$ cat config.mk
export PLATFORM = sky130hd
export DESIGN_NAME = uart_tx_frame
export DESIGN_NICKNAME = d
export VERILOG_FILES = /design/src/rtl/uart_tx_frame.sv
export SDC_FILE = /design/constraint.sdc
export NUM_CORES = 1
export LEC_CHECK = 0
export ABC_AREA = 1
export CAP_MARGIN = 20
export CORE_MARGIN = 3
export CORE_UTILIZATION = 60
export CTS_CLUSTER_DIAMETER = 200
export DETAILED_ROUTE_END_ITERATION = 10
export GPL_TIMING_DRIVEN = 0
export PLACE_DENSITY = 0.85
export SYNTH_ARGS = -nofsm -noshare
export SYNTH_HDL_FRONTEND = slang
export SYNTH_SLANG_ARGS = --single-unit
$ cat constraint.sdc
create_clock -name clk_in -period 2.9 [get_ports clk_in]
set_input_delay 0.58 -clock clk_in [delete_from_list [all_inputs] [get_ports clk_in]]
set_output_delay 0.58 -clock clk_in [all_outputs]
set_load 0.1 [all_outputs]
$ cat src/rtl/uart_tx_frame.sv
// UART transmitter: configurable data width, parity and stop bits. Each bit lasts CLKS_PER_BIT cycles.
// The start bit begins one cycle after accept. A one-word holding buffer drops tx_ready_op while full and chains frames with no gap.
module uart_tx_frame #(
    parameter int CLKS_PER_BIT = 868,
    parameter int DATA_BITS    = 8,
    parameter int PARITY_MODE  = 0,
    parameter int STOP_BITS    = 1
) (
    input  logic                 clk_in,
    input  logic                 rst_n_in,
    input  logic                 tx_datav_in,
    input  logic [DATA_BITS-1:0] in_data,
    output logic                 tx_ready_op,
    output logic                 op_tx_active,
    output logic                 op_bit,
    output logic                 tx_done_op
);

    localparam int              CW        = $clog2(CLKS_PER_BIT);
    localparam logic [CW-1:0]   CNT_LAST  = CW'(CLKS_PER_BIT - 1);
    localparam logic [3:0]      DATA_LAST = 4'(DATA_BITS - 1);
    localparam logic [3:0]      STOP_LAST = 4'(STOP_BITS - 1);
    localparam logic            PAR_ODD   = (PARITY_MODE == 2);

    if (CLKS_PER_BIT < 2) begin : g_bad_clks
        $error("uart_tx_frame: CLKS_PER_BIT must be >= 2");
    end
    if (DATA_BITS < 5 || DATA_BITS > 9) begin : g_bad_data
        $error("uart_tx_frame: DATA_BITS must be 5..9");
    end
    if (PARITY_MODE < 0 || PARITY_MODE > 2) begin : g_bad_par
        $error("uart_tx_frame: PARITY_MODE must be 0, 1 or 2");
    end
    if (STOP_BITS < 1 || STOP_BITS > 2) begin : g_bad_stop
        $error("uart_tx_frame: STOP_BITS must be 1 or 2");
    end

    typedef enum logic [2:0] {
        IDLE,
        START,
        DATA,
        PARITY,
        STOP
    } state_t;

    state_t                 state_q, state_d;
    logic [CW-1:0]          cnt_q, cnt_d;
    logic [3:0]             idx_q, idx_d;
    logic [DATA_BITS-1:0]   shift_q, shift_d;
    logic [DATA_BITS-1:0]   buf_q, buf_d;
    logic                   buf_full_q, buf_full_d;
    logic                   bit_q, bit_d;
    logic                   active_q, active_d;
    logic                   done_q, done_d;
    logic                   par_q, par_d;
    logic                   bit_tick;
    logic                   take;

    assign bit_tick     = (cnt_q == CNT_LAST);
    assign tx_ready_op  = ~buf_full_q;
    assign op_tx_active = active_q;
    assign op_bit       = bit_q;
    assign tx_done_op   = done_q;

    always_ff @(posedge clk_in) begin
        if (!rst_n_in) begin
            state_q    <= IDLE;
            cnt_q      <= '0;
            idx_q      <= '0;
            shift_q    <= '0;
            buf_q      <= '0;
            buf_full_q <= 1'b0;
            bit_q      <= 1'b1;
            active_q   <= 1'b0;
            done_q     <= 1'b0;
            par_q      <= 1'b0;
        end else begin
            state_q    <= state_d;
            cnt_q      <= cnt_d;
            idx_q      <= idx_d;
            shift_q    <= shift_d;
            buf_q      <= buf_d;
            buf_full_q <= buf_full_d;
            bit_q      <= bit_d;
            active_q   <= active_d;
            done_q     <= done_d;
            par_q      <= par_d;
        end
    end

    always_comb begin
        state_d    = state_q;
        cnt_d      = cnt_q;
        idx_d      = idx_q;
        shift_d    = shift_q;
        buf_d      = buf_q;
        buf_full_d = buf_full_q;
        bit_d      = bit_q;
        active_d   = active_q;
        done_d     = 1'b0;
        par_d      = par_q;
        take       = 1'b0;

        if (state_q != IDLE) begin
            cnt_d = bit_tick ? '0 : cnt_q + 1'b1;
        end

        case (state_q)
            IDLE: begin
                bit_d    = 1'b1;
                active_d = 1'b0;
                cnt_d    = '0;
                take     = buf_full_q;
            end
            START: begin
                if (bit_tick) begin
                    state_d = DATA;
                    idx_d   = '0;
                    bit_d   = shift_q[0];
                    shift_d = shift_q >> 1;
                end
            end
            DATA: begin
                if (bit_tick) begin
                    if (idx_q == DATA_LAST) begin
                        idx_d = '0;
                        if (PARITY_MODE != 0) begin
                            state_d = PARITY;
                            bit_d   = par_q;
                        end else begin
                            state_d = STOP;
                            bit_d   = 1'b1;
                        end
                    end else begin
                        idx_d   = idx_q + 1'b1;
                        bit_d   = shift_q[0];
                        shift_d = shift_q >> 1;
                    end
                end
            end
            PARITY: begin
                if (bit_tick) begin
                    state_d = STOP;
                    idx_d   = '0;
                    bit_d   = 1'b1;
                end
            end
            STOP: begin
                if (bit_tick) begin
                    if (idx_q == STOP_LAST) begin
                        done_d = 1'b1;
                        idx_d  = '0;
                        // A buffered word chains straight into its start bit.
                        if (buf_full_q) begin
                            take = 1'b1;
                        end else begin
                            state_d  = IDLE;
                            active_d = 1'b0;
                            bit_d    = 1'b1;
                        end
                    end else begin
                        idx_d = idx_q + 1'b1;
                    end
                end
            end
            default: begin
                state_d = IDLE;
            end
        endcase

        if (take) begin
            shift_d    = buf_q;
            par_d      = (^buf_q) ^ PAR_ODD;
            buf_full_d = 1'b0;
            state_d    = START;
            bit_d      = 1'b0;
            active_d   = 1'b1;
            cnt_d      = '0;
        end

        // Accept and take are exclusive: accept needs an empty buffer, take a full one.
        if (tx_datav_in && !buf_full_q) begin
            buf_d      = in_data;
            buf_full_d = 1'b1;
        end
    end

endmodule

# Word level (Yosys, flattened, before mapping)
# Index checks and enable logic that the tools add are counted.
# W data, S select, Z words.
# totals
regBits	37
in_bits	11
wordCells	100
# classes
addsub	2
eq_ne	23
muxes	42
bitwise	3
reduce_logical	20
# op_table
op	count
$mux W8	4
$ne A3 B3 Y1 const B	8
$mux W3	7
$mux W4	5
$mux W1	19
$ne A2 B2 Y1 const B	8
$pmux W8 S2	1
$reduce_and A8 Y1	2
$pmux W3 S5	1
$pmux W4 S3	1
$reduce_and A4 Y1	3
$reduce_bool A3 Y1	4
$add A10 B1 Y10 const B	1
$eq A10 B10 Y1 const B	1
$mux W10	1
$reduce_and A7 Y1	1
$eq A3 B2 Y1 const B	2
$reduce_bool A6 Y1	1
$pmux W1 S5	1
$add A4 B1 Y4 const B	1
$eq A4 B3 Y1 const B	1
$logic_not A4 Y1	1
$pmux W1 S2	2
$reduce_or A2 Y1	2
10 further kinds	12

# Depth between registers and ports, before layout
# depth
ltp_word	6
ltp_mapped	13
depth_no_buf	12

# Worst setup path before layout
# No wires, ideal clock.
# synth_path
kind	register -> register
startpoint	register buf_full_q
endpoint	register cnt_q[9]
setup_ps	65
arrival_ps	1774
required_ps	2835
path_slack_ps	1061
path_stages_with_launch	8
n_path_buf	0
period_less_slack_ps	1839
cell_sequence	dfxtp_1 -> inv_1 -> nor2_1 -> nand4_2 -> nand2_1 -> nor2_2 -> nand3_2 -> nor2_1
# synth_via
elab_chain_len	5
# synth_rtl
element	line	rtl
from (decl)	51	logic buf_full_q, buf_full_d;
from (signal assigned)	83	buf_full_q <= buf_full_d;
$mux W1	154	if (buf_full_q) begin
$mux W1	150	if (idx_q == STOP_LAST) begin
$mux W1	149	if (bit_tick) begin
$pmux W1 S2 *	108	case (state_q)
$reduce_or A3 Y1 (no line) *	-	
to (signal assigned)	79	cnt_q <= cnt_d;
to (decl)	47	logic [CW-1:0] cnt_q, cnt_d;
# Mark *: on every way between the ends. The rest lies on a longest branch, timed or not.
# A chain may end at the register's enable or synchronous reset.

# Worst setup path in the final report
# layout_path
startpoint	register buf_full_q
endpoint	output tx_ready_op
# layout_via
elab_chain_len	1
# layout_rtl
element	line	rtl
$not A1 Y1	60	assign tx_ready_op = ~buf_full_q;
to (decl)	13	output logic tx_ready_op,
# Every way passes these cells.

==> flow_summary.toml <==
[worst_setup_path]
crit_path_end_kind = "output pin"
rr_worst_depth = 9
crit_type = "register to output pin"
cp_slowest_cell = "clkdlybuf4s50_1"
cp_slowest_stage_delay_ps = 1150
crit_arrival_ps = 1990
worstPathMaxFanout = 5
crit_chain = "inv_1 -> clkdlybuf4s50_1"
start_kind = "register"
cp.required_ps = 2320

[timing]
worst_slew_pin_slew_ps = 969.9
fin_crit_sh_pct = 88.59
finalHoldViolCount = 0
final.setup.tns_ps = 0
slew_headroom_pct = 35.14
rsz0062_at_grt = "no"
layout_min_cycle_time_ps = 2569
setup_violations = 0
slew_viol_final = 0
fmax_ghz = 0.3892
clock_skew_ps = 12.25

[detailed_routing]
initialDrtViolationCount = 103
drt-total-wl_um = 3828
ant_nets = 0
route.detailed.drc = 0
vias_per_cell = 5.180
dr.pass1.iters = 4
wl_per_cell_um = 11.10
vias = 1787

[final_layout]
diodes = 0
mostFrequentLayoutCells = "67 x nor2_1, 58 x nand2_1, 37 x dfxtp_1"
final_common_cell = "nor2_1"
drive_gt1_share_pct = 8.911
fillers = 246
nNetsFinal = 316
synthToLayoutAreaGrowth_pct = 13.10
fin_cells = 345

[power_and_ir_drop]
vdd_drop_max_mv = 0.4545
power_density_nw_per_um2 = 728.4
p_leak_nw = 0.9125

[grt]
grt_overflow = 0
antenna_found_initial = 0
grt_start_max_net_pins = 13
grt_pass1_wl_um = 6727
grt_pass1_vias = 1568
track_usage_pct = 21.10

[cts]
cts_tree = "done"
h-tree-depth = 2
cts.sinks = 37
cts_root_buf = "clkbuf_4"
clk_latency_ps = 330
cts_buffer_depth = 2
cts_made_buffers = 5
ctsResizeCount = 0
postCtsHoldBufs = 0
clk_pin_slew_ps = 100
cts_setup_buffers = 0

[die]
die_x_um = 62.14
coreArea_um2 = 2877
rows = 19
start_util_pct = 65.72
io_pins = 15
dieArea_um2 = 3861
die_h_um = 62.14

[synthesis]
synth_top_area_share_pct = 39.18
ys_seq_elements = 37
netlist_instances = 281
synth.avg_cell_area_um2 = 6.728
yosysUniqueCellTypes = 27
synth_top_area_cell = "dfxtp_1"
synth_area_leaders = "dfxtp_1 39%, nor2_1 13%, nand2_1 12%"
synth_area_um2 = 1891
synth_seq_area_share_pct = 39.18
yosysWarnings = 0
synth_fp_nets = 295

[placement]
place_hpwl_um = 2930
dpl.cell_count = 337
io_buffer_count = 14
gp_congestion = 0.9029

[job]
maxCapViolCount = 0

[hold_path]
min_path_type = "register to register"
hold_depth = 1

[status]
status = "finished, final reports clean"
## through the flow
| stage | total power, mW | hold slack (ps) | instance area, um^2 | worst slack [ps] | utilization (%) |
|---|---|---|---|---|---|
| final | 1.558 | 478.2 | 2138 | 330.9 | 74.34 |
| after global routing | 1.679 | 497.5 | 2138 | 265.4 | 74.34 |
| after CTS | 1.558 | 482.3 | 2138 | 328.1 | 74.34 |
| after detailed placement | 1.300 | 457.3 | 2083 | 711.0 | 72.42 |
| after global placement | 1.288 | 443.8 | 2083 | 701.5 | 72.42 |
| after floorplan | 1.171 | 428.4 | 1891 | 1061 | - |
## logic make-up (layout without fill, tap and decap cells)
logic type	Yosys count	after routing	synth area share [%]
and+or+nand+nor	174	174	41.43
DFF	37	37	39.18
buffers and inverters	34	56	7.148
AOI/OAI and AO/OA	29	29	8.405
xor gates and xnor gates	4	4	1.853
adders and majority gates	3	3	1.986
## per-layer routing
layer	vias to the layer above	share of wire (%)	GRT usage [%]
li1	938	-	-
met1	803	51	29.12
met5	-	0	0
met4	0	1.1	7.182
met3	6	4.5	5.045
met2	40	43	32.26
## cell usage after synthesis (all sizes together)
library cell / instances
a211oi: 1
a21o: 1
a21oi: 9
buf: 1
clkbuf: 3
dfxtp: 37
ha: 3
inv: 30
nand2: 63
nand3: 30
nand4: 6
nor2: 72
nor3: 2
nor4: 1
o21ai: 16
o21bai: 1
o31ai: 1
xor2: 4
## worst paths after layout
path | startpoint | endpoint | slack [ps]
worst max-delay path | buf_full_q$_SDFFE_PN0P_ | tx_ready_op | 330
worst min-delay path | cnt_q[0]$_SDFFE_PP0N_ | cnt_q[0]$_SDFFE_PP0N_ | 480
worst max register to register | idx_q[0]$_SDFFE_PN0P_ | cnt_q[9]$_SDFFE_PP0N_ | 1000
worst min register to register | cnt_q[0]$_SDFFE_PP0N_ | cnt_q[0]$_SDFFE_PP0N_ | 480
## cell type report
class | instances | area, um^2 | share of cell area [%]
Timing Repair Buffer | 14 | 140.1 | 6.554
Buffer | 4 | 22.52 | 1.053
Clock buffer | 5 | 37.54 | 1.755
Clock inverter | 3 | 17.52 | 0.8192
Multi-Input combinational cell | 210 | 1015 | 47.45
Sequential cell | 37 | 740.7 | 34.64
Tap cell | 42 | 52.55 | 2.458
Inverter | 30 | 112.6 | 5.266
## report_power, final
group	switching [mW]	internal, mW	total, mW
clock	0.165	0.0914	0.256
combinational	0.430	0.219	0.649
sequential	0.0605	0.591	0.652
total	0.655	0.902	1.56
## critical path: cells and delay by family (launching register included)
kind,cells,cell delay [ps]
buffers and inverters,2,1280
flip-flops,1,380
## registers in the layout, summed over array words and instances (netlist names)
signal / flops
buf_q: 8
buf_full_q: 1
state_q: 3
op_bit: 1
cnt_q: 10
shift_q: 8
op_tx_active: 1
idx_q: 4
tx_done_op: 1
(Power assumes the default switching activity.)
